==> config.mk <==
export PLATFORM = sky130hd
export DESIGN_NAME = wallace_reduce_pipe_flat
export DESIGN_NICKNAME = d
export VERILOG_FILES = /design/src/rtl/wallace_reduce_pipe_if.sv /design/src/rtl/wallace_reduce_pipe.sv /design/src/flat_wrapper.sv
export SDC_FILE = /design/constraint.sdc
export NUM_CORES = 1
export LEC_CHECK = 0
export ABC_CLOCK_PERIOD_IN_PS = 3600
export CAP_MARGIN = 20
export CELL_PAD_IN_SITES_DETAIL_PLACEMENT = 1
export CELL_PAD_IN_SITES_GLOBAL_PLACEMENT = 2
export CORE_ASPECT_RATIO = 0.5
export CORE_MARGIN = 2
export CORE_UTILIZATION = 25
export CTS_CLUSTER_DIAMETER = 40
export DETAILED_ROUTE_END_ITERATION = 8
export GPL_TIMING_DRIVEN = 0
export PLACE_DENSITY = 0.65
export SYNTH_ARGS = -nofsm -noshare
export SYNTH_HDL_FRONTEND = slang
export SYNTH_SLANG_ARGS = --single-unit
export TNS_END_PERCENT = 1
==> constraint.sdc <==
create_clock -name clk -period 3.6 [get_ports clk]
set_input_delay 0.72 -clock clk [delete_from_list [all_inputs] [get_ports clk]]
set_output_delay 0.72 -clock clk [all_outputs]
set_load 0.05 [all_outputs]
==> src/rtl/wallace_reduce_pipe_if.sv <==
// Handshake and data bundle for the two-stage Wallace carry-save multiplier.
// The master side feeds operand pairs and accepts result rows; the slave side
// is the reduction pipeline itself.
interface wallace_reduce_pipe_if;
  logic        in_valid;
  logic        in_ready;
  logic [15:0] op_a;
  logic [15:0] op_b;
  logic        out_valid;
  logic        out_ready;
  logic [31:0] row_s;
  logic [31:0] row_c;

  modport master (
    output in_valid, op_a, op_b, out_ready,
    input  in_ready, out_valid, row_s, row_c
  );

  modport slave (
    input  in_valid, op_a, op_b, out_ready,
    output in_ready, out_valid, row_s, row_c
  );
endinterface

==> src/rtl/wallace_reduce_pipe.sv <==
// 16x16 unsigned multiplier front end: partial products are reduced with 3:2
// carry-save layers over two pipeline stages and leave as a sum/carry row pair.
// A 32-bit adder downstream (Cin=0) produces the full product.
// Stage 1: 16 -> 11 -> 8 -> 6 -> 4 rows, registered with valid r_v1.
// Stage 2: 4 -> 3 -> 2 rows, registered into row_s/row_c with valid r_v2.
module wallace_reduce_pipe (
  input  logic                 clk,
  input  logic                 rst_n,
  wallace_reduce_pipe_if.slave bus
);

  // 3:2 compressor sum output, bitwise across a 32-bit row.
  function automatic logic [31:0] csa_sum(input logic [31:0] a,
                                          input logic [31:0] b,
                                          input logic [31:0] c);
    csa_sum = a ^ b ^ c;
  endfunction

  // 3:2 compressor carry output, moved up one bit weight; bit 31 carry is
  // dropped so all arithmetic stays modulo 2^32 and bit 0 is always zero.
  function automatic logic [31:0] csa_carry(input logic [31:0] a,
                                            input logic [31:0] b,
                                            input logic [31:0] c);
    logic [31:0] maj;
    maj = (a & b) | (a & c) | (b & c);
    csa_carry = {maj[30:0], 1'b0};
  endfunction

  // Stage-1 rows and valid
  logic [31:0] r_s1_row [4];
  logic        r_v1;
  // Stage-2 rows and valid (drive the outputs directly)
  logic [31:0] r_row_s;
  logic [31:0] r_row_c;
  logic        r_v2;

  // Handshake: a stage may load when it is empty or its successor loads.
  logic w_ld2;
  logic w_ld1;

  assign w_ld2 = !r_v2 || bus.out_ready;
  assign w_ld1 = !r_v1 || w_ld2;

  assign bus.in_ready  = w_ld1;
  assign bus.out_valid = r_v2;
  assign bus.row_s     = r_row_s;
  assign bus.row_c     = r_row_c;

  // Reduction tree wires
  logic [31:0] w_pp [16];
  logic [31:0] w_l1 [11];
  logic [31:0] w_l2 [8];
  logic [31:0] w_l3 [6];
  logic [31:0] w_l4 [4];
  logic [31:0] w_m  [3];
  logic [31:0] w_fin_s;
  logic [31:0] w_fin_c;

  // Stage-1 combinational tree: partial products then four 3:2 layers.
  always_comb begin
    w_pp = '{default: 32'h0000_0000};
    w_l1 = '{default: 32'h0000_0000};
    w_l2 = '{default: 32'h0000_0000};
    w_l3 = '{default: 32'h0000_0000};
    w_l4 = '{default: 32'h0000_0000};
    for (int j = 0; j < 16; j++) begin
      w_pp[j] = {16'h0000, bus.op_a & {16{bus.op_b[j]}}} << j;
    end
    // 16 -> 11: five compressors, last partial product passes through
    for (int i = 0; i < 5; i++) begin
      w_l1[2*i]   = csa_sum  (w_pp[3*i], w_pp[3*i+1], w_pp[3*i+2]);
      w_l1[2*i+1] = csa_carry(w_pp[3*i], w_pp[3*i+1], w_pp[3*i+2]);
    end
    w_l1[10] = w_pp[15];
    // 11 -> 8: three compressors, two rows pass through
    for (int i = 0; i < 3; i++) begin
      w_l2[2*i]   = csa_sum  (w_l1[3*i], w_l1[3*i+1], w_l1[3*i+2]);
      w_l2[2*i+1] = csa_carry(w_l1[3*i], w_l1[3*i+1], w_l1[3*i+2]);
    end
    w_l2[6] = w_l1[9];
    w_l2[7] = w_l1[10];
    // 8 -> 6: two compressors, two rows pass through
    for (int i = 0; i < 2; i++) begin
      w_l3[2*i]   = csa_sum  (w_l2[3*i], w_l2[3*i+1], w_l2[3*i+2]);
      w_l3[2*i+1] = csa_carry(w_l2[3*i], w_l2[3*i+1], w_l2[3*i+2]);
    end
    w_l3[4] = w_l2[6];
    w_l3[5] = w_l2[7];
    // 6 -> 4: two compressors
    for (int i = 0; i < 2; i++) begin
      w_l4[2*i]   = csa_sum  (w_l3[3*i], w_l3[3*i+1], w_l3[3*i+2]);
      w_l4[2*i+1] = csa_carry(w_l3[3*i], w_l3[3*i+1], w_l3[3*i+2]);
    end
  end

  // Stage-2 combinational tree: 4 -> 3 -> 2 rows from the stage-1 registers.
  always_comb begin
    w_m[0]  = csa_sum  (r_s1_row[0], r_s1_row[1], r_s1_row[2]);
    w_m[1]  = csa_carry(r_s1_row[0], r_s1_row[1], r_s1_row[2]);
    w_m[2]  = r_s1_row[3];
    w_fin_s = csa_sum  (w_m[0], w_m[1], w_m[2]);
    w_fin_c = csa_carry(w_m[0], w_m[1], w_m[2]);
  end

  // Stage-1 register: takes a new pair or a bubble whenever it may load.
  always_ff @(posedge clk or negedge rst_n) begin
    if (!rst_n) begin
      r_v1     <= 1'b0;
      r_s1_row <= '{default: 32'h0000_0000};
    end else if (w_ld1) begin
      r_v1 <= bus.in_valid;
      if (bus.in_valid) begin
        r_s1_row <= w_l4;
      end
    end
  end

  // Stage-2 register: holds the outputs stable while downstream stalls.
  always_ff @(posedge clk or negedge rst_n) begin
    if (!rst_n) begin
      r_v2    <= 1'b0;
      r_row_s <= 32'h0000_0000;
      r_row_c <= 32'h0000_0000;
    end else if (w_ld2) begin
      r_v2 <= r_v1;
      if (r_v1) begin
        r_row_s <= w_fin_s;
        r_row_c <= w_fin_c;
      end
    end
  end

endmodule

==> src/flat_wrapper.sv <==
// flat-port wrapper written by rule: the top's interface ports become plain ports
module wallace_reduce_pipe_flat 
  (clk, rst_n, bus_in_valid, bus_op_a, bus_op_b, bus_out_ready, bus_in_ready, bus_out_valid, bus_row_s, bus_row_c);
  wallace_reduce_pipe_if bus_i ();
  input  logic clk;
  input  logic rst_n;
  input wire logic [$bits(bus_i.in_valid)-1:0] bus_in_valid;
  input wire logic [$bits(bus_i.op_a)-1:0] bus_op_a;
  input wire logic [$bits(bus_i.op_b)-1:0] bus_op_b;
  input wire logic [$bits(bus_i.out_ready)-1:0] bus_out_ready;
  output wire logic [$bits(bus_i.in_ready)-1:0] bus_in_ready;
  output wire logic [$bits(bus_i.out_valid)-1:0] bus_out_valid;
  output wire logic [$bits(bus_i.row_s)-1:0] bus_row_s;
  output wire logic [$bits(bus_i.row_c)-1:0] bus_row_c;
  assign bus_i.in_valid = bus_in_valid;
  assign bus_i.op_a = bus_op_a;
  assign bus_i.op_b = bus_op_b;
  assign bus_i.out_ready = bus_out_ready;
  assign bus_in_ready = bus_i.in_ready;
  assign bus_out_valid = bus_i.out_valid;
  assign bus_row_s = bus_i.row_s;
  assign bus_row_c = bus_i.row_c;
  wallace_reduce_pipe u_core (.clk(clk), .rst_n(rst_n), .bus(bus_i));
endmodule
# Word-level counts from Yosys, hierarchy flattened
# Cells that the tools add are included.
[word_totals]
out_inout_bits = 66
wordCells = 128
input_bits = 36
register_bits = 191
[classes]
reduce_logical = 6
bitwise = 114
[op_table]
columns = ["cell", "n"]
rows = [
  ["$and 31x31->31", 27],
  ["$or 31x31->31", 23],
  ["$xor 32x32->32", 17],
  ["$and 16x16->16", 16],
  ["$xor 32x31->32", 1],
  ["$or 31x18->31", 1],
  ["$or 31x21->31", 1],
  ["$or 31x24->31", 1],
  ["$or 31x27->31", 1],
  ["$or 31x30->31", 1],
  ["$and 28x30->30", 1],
  ["$and 29x30->30", 1],
  ["$xor 29x30->30", 1],
  ["$and 28x29->29", 1],
  ["$xor 28x29->29", 1],
  ["$and 25x27->27", 1],
  ["$and 26x27->27", 1],
  ["$xor 26x27->27", 1],
  ["$and 25x26->26", 1],
  ["$xor 25x26->26", 1],
  ["$and 22x24->24", 1],
  ["$and 23x24->24", 1],
  ["$xor 23x24->24", 1],
  ["$and 22x23->23", 1],
  ["14 further kinds", 17],
]

# Longest topological paths before layout
[depth]
depth_word = 13
depth_mapped = 10
ltp_nobuf = 9

# Worst setup path after synthesis
# Ideal clock, no wire load.
[synth_path]
path_type = "input -> register"
startpoint = "in bus_op_b[14]"
endpoint = "reg u_core.r_s1_row[116] (netlist bit)"
n_path_buf = 1
stages = 8
setup_time_ns = 0.125
t_arrival_ns = 3.386
required_ns = 3.475
setup_slack_ns = 0.089
cell_sequence = "clkbuf_1 nand2_1 fa_1 fa_1 inv_1 fa_1 fa_1 mux2_4"
[synth_rtl]
columns = ["item", "line", "text"]
rows = [
  ["start: declaration", "flat_wrapper.sv:9", "input wire logic [$bits(bus_i.op_b)-1:0] bus_op_b;"],
  ["end signal: assignment", "wallace_reduce_pipe.sv:113", "r_s1_row <= w_l4;"],
  ["end: declaration", "wallace_reduce_pipe.sv:30", "logic [31:0] r_s1_row [4];"],
]

==> results.cfg <==
[status]
status = finished with violations
violations = setup timing

[sta]
clock_skew_ps = 14.1
relSlewSlack = 0.601
slew_violations = 0
setup_ws_ps = -4.22
hold_viol = 0
fin_crit_sh = 1.00
max_freq_mhz = 277
finalCriticalPeriod_ps = 3600
holdWs_ps = 274
setup_viol = 1
rsz0062_at_grt = true
worst_pin_slew_ps = 598

[placed_design]
place_hpwl_mm = 31.1
gp_congestion = 0.845
portBuffers = 93
dp_slack_ps = -1250
placed_cells = 1817

[global_routing]
grt_usage = 0.153
overflow = 0
grt_max_degree = 84
grt_pass1_vias = 9251
antenna_found_initial = 1
grt_first_pass_wirelength_mm = 59.1

[route]
wl_per_cell_um = 20.6
dr.first_iter.drc_count = 434
vias_per_cell = 4.24
routed_wl_mm = 38.1
detail-route-antenna-nets = 0
first_pass_iters = 4
num_vias = 7851
drc = 0

[power]
power_per_cell_area_nw_per_um2 = 657
ir_worst_vdd_v = 0.000350
total_power_mw = 9.80
p_leak_nw = 6.92

[floorplan]
die_area_sq_um = 51300
io_pins = 102
die_y_um = 161
die_x_um = 318
initial_utilization = 0.254
rows = 57
fp.coreArea_sq_um = 48600

[min_path]
hold_class = in2async

[cts]
insertion_delay_ps = 430
clk_pin_slew_worst_paths_ps = 70
h-tree-depth = 4
cts_inserted_buffers = 17
cts_tree = yes
root_buffer = clkbuf_16
cts_sinks = 145
cts.path.max_buffers = 2

[worst_setup_path]
worst_ep_required_time_ps = 3900
cp-startpoint = bus_op_b[6]
startpoint_type = primary input
r2r_start = u_core.r_s1_row[52]$_DFFE_PN0P_
criticalPathCategory = in2reg
worstSetupEndpointType = flop
crit_fanout = 10
crit_arrival_ps = 3900

[synthesis]
yosysWarningCount = 0
syn_area_sq_um = 12400
seq_area_frac_synth = 0.294
synth_seq_cells = 145
syn_inst = 1067
synth_area_per_cell_sq_um = 11.6
ys_types = 20

[layout]
syn2layout_area_growth_pct = 20.7
nNetsFinal = 1477
layoutNonFillerInstCount = 1851
drive_gt1_frac = 0.188
final_util = 0.307

[run]
maxCapViolations = 0
-- cell type report --
| class | instances | area, sq um |
|---|---|---|
| Multi-Input combinational cell | 700 | 7780 |
| Fill cell | 5422 | 33700 |
| Antenna cell | 1 | 2.50 |
| Inverter | 167 | 629 |
| Tap cell | 649 | 812 |
| Clock buffer | 19 | 453 |
| Buffer | 62 | 578 |
| Timing Repair Buffer | 95 | 932 |
| Clock inverter | 13 | 104 |
| Sequential cell | 145 | 3630 |
-- registers in the layout (all words and copies together) (netlist names) --
name	cells
u_core.bus.out_valid	1
u_core.r_s1_row	87
u_core.bus.row_c	25
u_core.r_v1	1
u_core.bus.row_s	31
-- through the flow --
stage	TNS (ps)	area, sq um
floorplan	0	12400
global placement	-634770	14100
detailed placement	-64960	14200
CTS	-49.5	14900
global route	-132	14900
finish	-4.22	14900
-- layout by cell type (no fill, tap or decap), types with 7 or more instances in the layout --
cell type	netlist	routed
and2_1	126	126
buf_2	2	8
buf_4	12	17
buf_6	10	12
clkbuf_1	38	7
clkbuf_16	0	18
clkbuf_2	0	8
clkbuf_4	0	8
clkbuf_8	0	12
clkdlybuf4s15_2	0	18
clkdlybuf4s50_1	0	61
conb_1	1	8
dfrtp_1	145	145
fa_1	200	196
ha_1	53	53
inv_1	166	166
mux2_2	48	48
mux2_4	53	53
mux2i_1	8	8
nand2_1	132	132
o21ai_0	38	38
o21ai_1	30	30
-- worst max-delay path: stages --
cell and delay (ps):
clkdlybuf4s15_2 270, buf_4 230, and2_1 160, fa_1 470, inv_1 50, fa_1 510
fa_1 570, inv_1 60, fa_1 550, mux2_4 310
-- routing by layer --
layer | vias up | GRT usage | share of wire
li1 | 3481 | - | -
met1 | 4258 | 0.226 | 0.50
met2 | 92 | 0.246 | 0.46
met3 | 20 | 0.0168 | 0.031
met4 | 0 | 0.0278 | 0.0095
met5 | - | 0 | 0
-- power breakdown --
part | switching, mW | internal (mW) | leakage [nW] | total (mW)
clock network | 0.732 | 0.928 | 0.270 | 1.66
registers | 0.416 | 2.23 | 1.82 | 2.64
logic | 3.09 | 2.40 | 4.82 | 5.50
total | 4.24 | 5.56 | 6.92 | 9.80
-- synthesized netlist by cell type (all sizes together) --
| master | n | area, sq um |
|---|---|---|
| dfrtp | 145 | 3630 |
| conb | 1 | 3.75 |
| mux2i | 8 | 80.1 |
| inv | 167 | 629 |
| and3b | 1 | 8.76 |
| nand2b | 2 | 12.5 |
| and2 | 126 | 788 |
| buf | 24 | 213 |
| ha | 53 | 663 |
| o21ai | 68 | 340 |
| clkbuf | 38 | 143 |
| mux2 | 101 | 1340 |
| nand2 | 133 | 507 |
| fa | 200 | 4000 |
-- cell families (layout without fill, tap and decap cells) --
| group | after synthesis | in the layout | synth area share |
|---|---|---|---|
| buffers and inverters | 229 | 356 | 0.0797 |
| DFF | 145 | 145 | 0.294 |
| AOI/OAI and AO/OA | 68 | 68 | 0.0275 |
| other | 1 | 9 | 0.000303 |
| and+or+nand+nor | 262 | 262 | 0.107 |
| muxes | 109 | 109 | 0.115 |
| adders and majority gates | 253 | 253 | 0.378 |
-- final timing paths --
check / to / slack, ps / cells past startpoint
max in group asynchronous: u_core.bus.row_s[18]$_DFFE_PN0P_ / 2480 / 2
setup / recovery: u_core.r_s1_row[113]$_DFFE_PN0P_ / -4 / 10
hold reg to reg: u_core.bus.out_valid$_DFFE_PN0P_ / 490 / 1
min in group clk: u_core.bus.out_valid$_DFFE_PN0P_ / 490 / 1
hold / removal: u_core.r_s1_row[118]$_DFFE_PN0P_ / 270 / 1
setup reg to reg: u_core.bus.row_s[20]$_DFFE_PN0P_ / 1780 / 3
-- repair_timing --
item	CTS	global route
buffers inserted	1	0
pin swaps	1	4
gates cloned	0	0
hold buffers	0	0
endpoints found under the setup margin	70	26
resized for setup	154	35
hold endpoints to repair	0	0
Note: power is estimated with default switching activity, not from simulation.
